**config.mk**
```make
export PLATFORM = sky130hd
export DESIGN_NAME = result_reader_flat
export DESIGN_NICKNAME = d
export VERILOG_FILES = /design/src/rtl/result_reader_if.sv /design/src/rtl/result_reader.sv /design/src/flat_wrapper.sv
export SDC_FILE = /design/constraint.sdc
export NUM_CORES = 1
export LEC_CHECK = 0
export BUFFER_PORTS_ARGS = -buffer_cell sky130_fd_sc_hd__clkbuf_2
export CORE_MARGIN = 8
export CORE_UTILIZATION = 40
export DETAILED_ROUTE_END_ITERATION = 10
export MAX_ROUTING_LAYER = met4
export PLACE_DENSITY = 0.65
export SLEW_MARGIN = 15
export SYNTH_ARGS = -nofsm -noshare
export SYNTH_HDL_FRONTEND = slang
export SYNTH_SLANG_ARGS = --single-unit
```
**constraint.sdc**
```tcl
create_clock -name clk -period 3.15 [get_ports clk]
set_clock_uncertainty 0.05 [all_clocks]
set_input_delay 0.63 -clock clk [delete_from_list [all_inputs] [get_ports clk]]
set_output_delay 0.63 -clock clk [all_outputs]
set_load 0.05 [all_outputs]
```
**src/rtl/result_reader_if.sv**
```systemverilog
// Interface for the result reader. It carries the result RAM read port and
// the valid/ready output stream.
interface result_reader_if #(
    parameter int ADDR_W = 8,
    parameter int DATA_W = 19
);
    logic [ADDR_W-1:0] ram_addr;
    logic              ram_rd_en;
    logic [DATA_W-1:0] ram_data;
    logic [DATA_W-1:0] out_data;
    logic              out_valid;
    logic              out_ready;
    logic              out_last;

    modport master (
        output ram_addr,
        output ram_rd_en,
        input  ram_data,
        output out_data,
        output out_valid,
        output out_last,
        input  out_ready
    );

    modport slave (
        input  ram_addr,
        input  ram_rd_en,
        output ram_data,
        input  out_data,
        input  out_valid,
        input  out_last,
        output out_ready
    );
endinterface

```
**src/rtl/result_reader.sv**
```systemverilog
// Reads result RAM addresses 0..DEPTH-1 through a 1-cycle synchronous read.
// Each word is streamed out through a 2-entry FIFO, and a running checksum is
// kept over the accepted beats.
module result_reader #(
    parameter int DEPTH  = 64,
    parameter int ADDR_W = 8,
    parameter int DATA_W = 19,
    parameter int CSUM_W = 24
) (
    input  logic                 clk,
    input  logic                 reset,
    input  logic                 start,
    result_reader_if.master      bus,
    output logic                 busy,
    output logic                 done,
    output logic [CSUM_W-1:0]    checksum
);

    typedef enum logic [1:0] {IDLE, FETCH, DRAIN} state_t;

    state_t            state, state_next;
    logic [ADDR_W-1:0] issue_ptr;
    logic              in_flight, in_flight_last;
    logic [DATA_W-1:0] fifo_data [2];
    logic [1:0]        fifo_last;
    logic              rd_ptr, wr_ptr;
    logic [1:0]        fifo_count;
    logic [1:0]        occupancy;
    logic              fifo_push, fifo_pop, issue, last_addr;

    assign fifo_push = in_flight;
    assign fifo_pop  = bus.out_valid && bus.out_ready;
    assign occupancy = fifo_count + {1'b0, in_flight};
    assign last_addr = (issue_ptr == ADDR_W'(DEPTH - 1));

    // An in-flight read counts as occupied, so the FIFO can never overflow.
    always_comb begin
        state_next = state;
        issue      = 1'b0;
        done       = 1'b0;
        case (state)
            IDLE: begin
                if (start) state_next = FETCH;
            end
            FETCH: begin
                issue = (occupancy < 2'd2) || ((occupancy == 2'd2) && fifo_pop);
                if (issue && last_addr) state_next = DRAIN;
            end
            DRAIN: begin
                if ((fifo_count == 2'd0) && !in_flight) begin
                    done       = 1'b1;
                    state_next = IDLE;
                end
            end
            default: state_next = IDLE;
        endcase
    end

    assign bus.ram_rd_en = issue;
    assign bus.ram_addr  = issue_ptr;
    assign busy          = (state != IDLE);
    assign bus.out_valid = (fifo_count != 2'd0);
    assign bus.out_data  = fifo_data[rd_ptr];
    assign bus.out_last  = bus.out_valid && fifo_last[rd_ptr];

    always_ff @(posedge clk or posedge reset) begin
        if (reset) begin
            state          <= IDLE;
            issue_ptr      <= '0;
            in_flight      <= 1'b0;
            in_flight_last <= 1'b0;
            checksum       <= '0;
        end else begin
            state          <= state_next;
            in_flight      <= issue;
            in_flight_last <= issue && last_addr;
            if ((state == IDLE) && start) begin
                issue_ptr <= '0;
                checksum  <= '0;
            end else begin
                if (issue && !last_addr) issue_ptr <= issue_ptr + ADDR_W'(1);
                if (fifo_pop) checksum <= checksum + CSUM_W'(bus.out_data);
            end
        end
    end

    always_ff @(posedge clk or posedge reset) begin
        if (reset) begin
            rd_ptr     <= 1'b0;
            wr_ptr     <= 1'b0;
            fifo_count <= 2'd0;
            fifo_last  <= 2'b00;
        end else begin
            if (fifo_push) begin
                fifo_last[wr_ptr] <= in_flight_last;
                wr_ptr            <= ~wr_ptr;
            end
            if (fifo_pop) rd_ptr <= ~rd_ptr;
            case ({fifo_push, fifo_pop})
                2'b10:   fifo_count <= fifo_count + 2'd1;
                2'b01:   fifo_count <= fifo_count - 2'd1;
                default: fifo_count <= fifo_count;
            endcase
        end
    end

    // Storage for the FIFO words. It has no reset, because the count gates every use.
    always_ff @(posedge clk) begin
        if (fifo_push) fifo_data[wr_ptr] <= bus.ram_data;
    end

    a_no_overflow: assert property (@(posedge clk) disable iff (reset)
        !(fifo_push && !fifo_pop && (fifo_count == 2'd2)));

endmodule

```
**src/flat_wrapper.sv**
```systemverilog
// flat-port wrapper written by rule: the top's interface ports become plain ports
module result_reader_flat 
#(
    parameter int DEPTH  = 64,
    parameter int ADDR_W = 8,
    parameter int DATA_W = 19,
    parameter int CSUM_W = 24
)
  (clk, reset, start, busy, done, checksum, bus_ram_addr, bus_ram_rd_en, bus_ram_data, bus_out_data, bus_out_valid, bus_out_last, bus_out_ready);
  result_reader_if #(.ADDR_W(ADDR_W), .DATA_W(DATA_W)) bus_i ();
  input  logic clk;
  input  logic reset;
  input  logic start;
  output logic busy;
  output logic done;
  output logic [CSUM_W-1:0] checksum;
  output wire logic [$bits(bus_i.ram_addr)-1:0] bus_ram_addr;
  output wire logic [$bits(bus_i.ram_rd_en)-1:0] bus_ram_rd_en;
  input wire logic [$bits(bus_i.ram_data)-1:0] bus_ram_data;
  output wire logic [$bits(bus_i.out_data)-1:0] bus_out_data;
  output wire logic [$bits(bus_i.out_valid)-1:0] bus_out_valid;
  output wire logic [$bits(bus_i.out_last)-1:0] bus_out_last;
  input wire logic [$bits(bus_i.out_ready)-1:0] bus_out_ready;
  assign bus_ram_addr = bus_i.ram_addr;
  assign bus_ram_rd_en = bus_i.ram_rd_en;
  assign bus_i.ram_data = bus_ram_data;
  assign bus_out_data = bus_i.out_data;
  assign bus_out_valid = bus_i.out_valid;
  assign bus_out_last = bus_i.out_last;
  assign bus_i.out_ready = bus_out_ready;
  result_reader #(.DEPTH(DEPTH), .ADDR_W(ADDR_W), .DATA_W(DATA_W), .CSUM_W(CSUM_W)) u_core (.clk(clk), .reset(reset), .start(start), .bus(bus_i), .busy(busy), .done(done), .checksum(checksum));
endmodule
```
==> results.md, run 1 <==
* Hpwl dp at 7680 µm
* Die area at 14,200 µm²
* Nets at 507
* Fin. Hold Viols at 0
* Router iterations before antenna repair at 4
* Crit-path slowest cell: fa_1
* Clock slew at reported path FFs at 0.08 ns
* Chip Width at 119 µm
* Vias at 3,175
* CTS root buf: clkbuf_8
* Worst-Skew Late Latency at 0.34 ns
* GR Util All Layers at 14.6%
* Synth cell count leaders: dfrtp_1, edfxtp_1, nand2_1, nor2_1, a21oi_1
* Flops & latches, synth at 80
* Most frequent cell after synthesis: dfrtp_1
* Max-Cap Viols at 0
* Mapped Nets at 424
* Port buffer count at 78
* Critical path arrival at 3.15 ns
* Vias in the first global route at 3,213
* ANT cells at 0
* Register-to-Register Path Depth at 9
* Yosys top cell area share at 26.8%
* Drt drc at 0
* Worst slew margin at 49.1%
* Outcome: complete, no violations
* Hold WC Path Type: in -> async
* RR Endpoint: u_core.checksum[18]
* Setup CP Type: reg -> reg
* Routed Antenna Nets at 0
* Cell variety after synth at 57
* Dpl ws at 0.125 ns
* CP Max Fanout at 7
* Clock Path Buffers at 2
* Filler cells at 931
* Clk sinks at 80
* Initial antenna violation count at 0
* CP startpoint kind: register
* Final period utilization at 95.5%
* Placed insts at 586
* Chip height at 119 µm
* Boundary Pins at 79
* Unrepaired setup endpoints after global routing: no
* Number of synthesized flops with an enable pin at 38
* Core area at 10,300 µm²
* Synth-to-Final Area Change at 19.4%
* Setup tns final at 0 ns
* Cell count after synthesis at 378
* Synth area leader: edfxtp_1
* F_max at 333 MHz
* Critical Path Sink Type: register
* Layout cell share with drive strength beyond 1 at 30.8%
* CTS Buf Count at 9
* Synth Cell Area at 4260 µm²
* Pins Over Slew Limit at 0
* DRT iter0 DRCs at 161
* Synth warnings at 0
* Layout Utilization at 49.3%
* Register area share after synthesis at 51.4%
* Synth area leaders: edfxtp_1, dfrtp_1, ha_1
* Synth Flop Type: dfrtp_1
* Starting density of the core at 41.3%
* FF-to-FF Start: u_core.rd_ptr
* Grt ovf at 0
* Final Setup Violations at 0
* Max incr delay on CP at 0.49 ns
* Site Rows at 37
* CTS tree: yes
* Routed WL per cell at 16.9 µm
* Post-Route WL at 10,200 µm
* Hold_buf cts at 0
* R2R Setup Slk at 0.14 ns
* Worst EP required at 3.30 ns
* Synthesized area per cell at 11.3 µm²
* First-pass GRT wire length at 16,300 µm
* Worst-path cell chain: buf_4 > mux2_2 > fa_1 > a21o_1 > a221oi_4 > o21bai_2 > a41oi_2 > mux2i_1 > a211oi_1
* Final Non-Filler Cells at 601
* Min Tclk post-route at 3.01 ns
* Largest net degree at the start of global routing at 26
* Via density at 5.28
* H-tree depth at 3
* Final GP Congestion at 0.902
* Async S/R FF share, synth at 52.5%
* Worst-Margin Slew at 0.759 ns
* Final worst setup slack at 0.143 ns
## registers in the layout (all words and copies together), names as in the netlist
name                   flops
u_core.in_flight_last      1
u_core.checksum           24
u_core.fifo_count          2
u_core.fifo_last           2
u_core.fifo_push           1
u_core.state               2
u_core.bus.ram_addr        8
u_core.wr_ptr              1
u_core.rd_ptr              1
u_core.fifo_data          38
## cell type report
cell class | instances | area, µm² | share of cell area, %
Inverter | 7 | 26.3 | 0.516
Tap cell | 136 | 170 | 3.34
Timing Repair Buffer | 86 | 450 | 8.85
Multi-Input combinational cell | 277 | 2000 | 39.2
Clock inverter | 6 | 133 | 2.60
Clock buffer | 9 | 124 | 2.43
Sequential cell | 80 | 2190 | 43.1
## worst max-delay path: cells and delay by family, from the launching register on
kind            cells  cell delay [ns]
mux                 2             0.61
buf+inv             1             0.18
compound gates      5             1.11
flops               1             0.42
fa+ha+maj           1             0.49
## metrics by stage
step,instance area (µm²),hold slack [ns]
floorplan,4270,0.406
global placement,4810,0.437
detailed placement,4810,0.442
CTS,5070,0.254
global route,5090,0.293
finish,5090,0.243
## worst max-delay path by stage
stage	depth (start not counted)	to	slack (ns)	from
4_1_cts	9	u_core.checksum[18]	0.09	u_core.rd_ptr
3_5_place_dp	9	u_core.checksum[23]	0.13	u_core.rd_ptr
5_1_grt	10	u_core.checksum[16]	0.04	u_core.rd_ptr
3_3_place_gp	9	u_core.checksum[15]	0.17	u_core.rd_ptr
2_1_floorplan	10	u_core.checksum[18]	0.05	u_core.rd_ptr
6_report	9	u_core.checksum[18]	0.14	u_core.rd_ptr
## layout by cell type, fill, tap and decap left out, types with 3 or more instances in the layout
cell / count
or3_1: 4
nand2b_1: 5
a22o_1: 4
o21ai_1: 3
clkbuf_8: 9
bufinv_16: 4
nand3_1: 9
inv_1: 4
nand4_1: 6
o21ai_0: 15
ha_1: 20
a21o_1: 9
dfrtp_1: 41
mux2i_1: 3
and3_1: 5
nor3_1: 3
xor2_1: 12
a21oi_2: 3
edfxtp_1: 38
nor2_1: 33
xnor2_1: 12
clkbuf_2: 78
nand2_1: 38
a211oi_1: 7
a21oi_1: 29
mux2_2: 21
buf_4: 8
and2_1: 3
## what timing repair did
| item | 4_1_cts | 5_1_grt |
|---|---|---|
| endpoints found under the setup margin | 0 | 6 |
| setup buffers | 0 | 0 |
| gates resized for setup | 0 | 6 |
| hold endpoints to repair | 0 | 0 |
## kinds of logic after synthesis
family / synth area share [%]
DFF: 51.4
AOI/OAI and AO/OA: 15.3
xor gates and xnor gates: 4.93
adders and majority gates: 6.92
buffers and inverters: 2.32
muxes: 6.25
and+or+nand+nor: 12.9
## per-layer routing
metal	vias to the layer above	share of wire (%)	track usage [%]
met5	-	0	-
met4	0	0.77	3.32
met3	10	4.9	3.21
met2	82	48	23.9
met1	1530	46	18.2
li1	1553	-	-
Power of run 1 is not shown: default switching activity piles up to over one toggle a cycle in this logic, so the estimate is an artifact.
==> inputs of run 2 (changes only) <==
--- a/config.mk
+++ b/config.mk
@@ -8,6 +8,7 @@
 export BUFFER_PORTS_ARGS = -buffer_cell sky130_fd_sc_hd__clkbuf_2
 export CORE_MARGIN = 8
 export CORE_UTILIZATION = 40
+export CTS_BUF_LIST = sky130_fd_sc_hd__clkbuf_16
 export DETAILED_ROUTE_END_ITERATION = 10
 export MAX_ROUTING_LAYER = met4
 export PLACE_DENSITY = 0.65
==> results.md, run 2 (synthesis results as in run 1) <==
* Outcome: complete, no violations
* Initial antenna violation count at 0 (unchanged)
* F_max at 332 MHz (-0.16%)
* Top Metal Used: met4
* Worst-path cell chain: buf_4 > mux2_2 > fa_1 > a21o_1 > a221oi_4 > o21bai_2 > a41oi_2 > mux2i_1 > a211oi_1
* Hold_buf cts at 0 (unchanged)
* Largest delay share family, worst path: compound AO/OA/AOI/OAI gates
* Routed WL per cell at 17.2 µm (+1.6%)
* Fin. Hold Viols at 0 (unchanged)
* Site Rows at 37 (unchanged)
* Final GP Congestion at 0.902 (unchanged)
* Routed wl met3 at 492 µm (-1.0%)
* Core area at 10,300 µm² (unchanged)
* Critical path arrival at 3.14 ns (about the same)
* Commonest non-fill, non-tap cell in the layout: clkbuf_2
* First-pass GRT wire length at 16,600 µm (+1.4%)
* CTS root buf: clkbuf_16
* Clk sinks at 80 (unchanged)
* ANT cells at 0 (unchanged)
* CTS Buf Count at 9 (unchanged)
* Filler cells at 918 (-1.4%)
* Vias at 3,169 (-0.19%)
* Unrepaired setup endpoints after global routing: no
* Worst EP required at 3.28 ns (-0.02 ns)
* Max incr delay on CP at 0.48 ns (about the same)
* Nets at 508 (+0.20%)
* Via density at 5.26 (-0.35%)
* CTS tree: yes
* Commonest cells after routing, fill and taps aside: clkbuf_2, dfrtp_1, nand2_1, edfxtp_1, nor2_1
* Area occupied by multi-input gates at 2000 µm² (unchanged)
* Grt ovf at 0 (unchanged)
* Clock Path Buffers at 2 (unchanged)
* WP buf/inv at 1 (unchanged)
* Post-Route WL at 10,400 µm (+1.8%)
* Reg area at 2190 µm² (unchanged)
* Hold WC Path Type: in -> async
* Synth-to-Final Area Change at 22.0%
* GR Util All Layers at 15.0% (+0.35 points)
* Most flop-heavy register: u_core.fifo_data
* Boundary Pins at 79 (unchanged)
* Chip height at 119 µm (unchanged)
* Wl on met1 at 4760 µm (+1.7%)
* Max-Cap Viols at 0 (unchanged)
* Final period utilization at 95.6% (+0.16 points)
* Largest net degree at the start of global routing at 26 (unchanged)
* Worst slew margin at 49.2% (+0.14 points)
* Setup CP Type: reg -> reg
* Clock slew at reported path FFs at 0.06 ns (-0.02 ns)
* Layout cell share with drive strength beyond 1 at 30.9% (+0.15 points)
* FF-to-FF Start: u_core.rd_ptr
* Min Tclk post-route at 3.01 ns (+0.00491 ns)
* Register-to-Register Path Depth at 9 (unchanged)
* Port buffer count at 78 (unchanged)
* Setup tns final at 0 ns (unchanged)
* Worst-Skew Late Latency at 0.33 ns (about the same)
* RR Endpoint: u_core.checksum[18]
* Router iterations before antenna repair at 4 (unchanged)
* Routed Antenna Nets at 0 (unchanged)
* Final Setup Violations at 0 (unchanged)
* DRT iter0 DRCs at 158 (-1.9%)
* Crit-path slowest cell: fa_1
* Starting density of the core at 41.3% (unchanged)
* H-tree depth at 3 (unchanged)
* Hpwl dp at 7680 µm (unchanged)
* Worst-Margin Slew at 0.757 ns (-0.00212 ns)
* Met2 wire len at 4990 µm (+1.1%)
* CP startpoint kind: register
* Drt drc at 0 (unchanged)
* Critical Path Sink Type: register
* Pins Over Slew Limit at 0 (unchanged)
* Vias in the first global route at 3,248 (+1.1%)
* Chip Width at 119 µm (unchanged)
* Max reg flops at 38 (unchanged)
* Die area at 14,200 µm² (unchanged)
* CP Max Fanout at 7 (unchanged)
* R2R Setup Slk at 0.14 ns (about the same)
run 2: worst reg2reg max path, stage by stage, from the launching register on:
cell      delay, ns
dfrtp_2        0.41
buf_4          0.18
mux2_2         0.39
fa_1           0.49
a21o_1         0.25
a221oi_4       0.34
o21bai_2       0.15
a41oi_2        0.29
mux2i_1        0.22
a211oi_1       0.09
run 2: final cells by class:
| class | count | share of cell area (%) |
|---|---|---|
| clock buffer | 9 | 4.33 |
| tap | 136 | 3.27 |
| timing repair buffer | 87 | 8.80 |
| clock inverter | 6 | 2.55 |
| sequential | 80 | 42.2 |
| inverter | 7 | 0.505 |
| multi-input combinational | 277 | 38.4 |
run 2: stage by stage:
step	hold WS [ns]	utilization (%)	cells	area, µm²	setup WS, ns
4_1_cts	0.280	50.1	601	5170	0.0667
3_3_place_gp	0.437	46.6	586	4810	0.172
6_report	0.262	50.4	602	5200	0.138
5_1_grt	0.317	50.4	602	5200	0.0422
3_5_place_dp	0.442	46.6	586	4810	0.125
2_1_floorplan	0.406	-	378	4270	0.0455
run 2: worst max-delay path by stage:
| stage | from | end | slack [ns] | cells past startpoint |
|---|---|---|---|---|
| finish | u_core.rd_ptr | u_core.checksum[18] | 0.14 | 9 |
| global route | u_core.rd_ptr | u_core.checksum[18] | 0.04 | 9 |
| CTS | u_core.rd_ptr | u_core.checksum[18] | 0.07 | 9 |
| detailed placement | u_core.rd_ptr | u_core.checksum[23] | 0.13 | 9 |
| global placement | u_core.rd_ptr | u_core.checksum[15] | 0.17 | 9 |
| floorplan | u_core.rd_ptr | u_core.checksum[18] | 0.05 | 10 |
run 2: timing repair:
item                       in CTS  in global routing
resized for setup               0                  6
setup endpoints to repair       0                  7
buffers inserted                0                  1
hold endpoints to repair        0                  0
run 2: metal layers:
layer,vias up,GRT usage [%]
met5,-,-
met1,1508,18.3
met2,94,24.2
met4,0,4.11
li1,1557,-
met3,10,3.78
Power of run 2 is left out for the same reason.
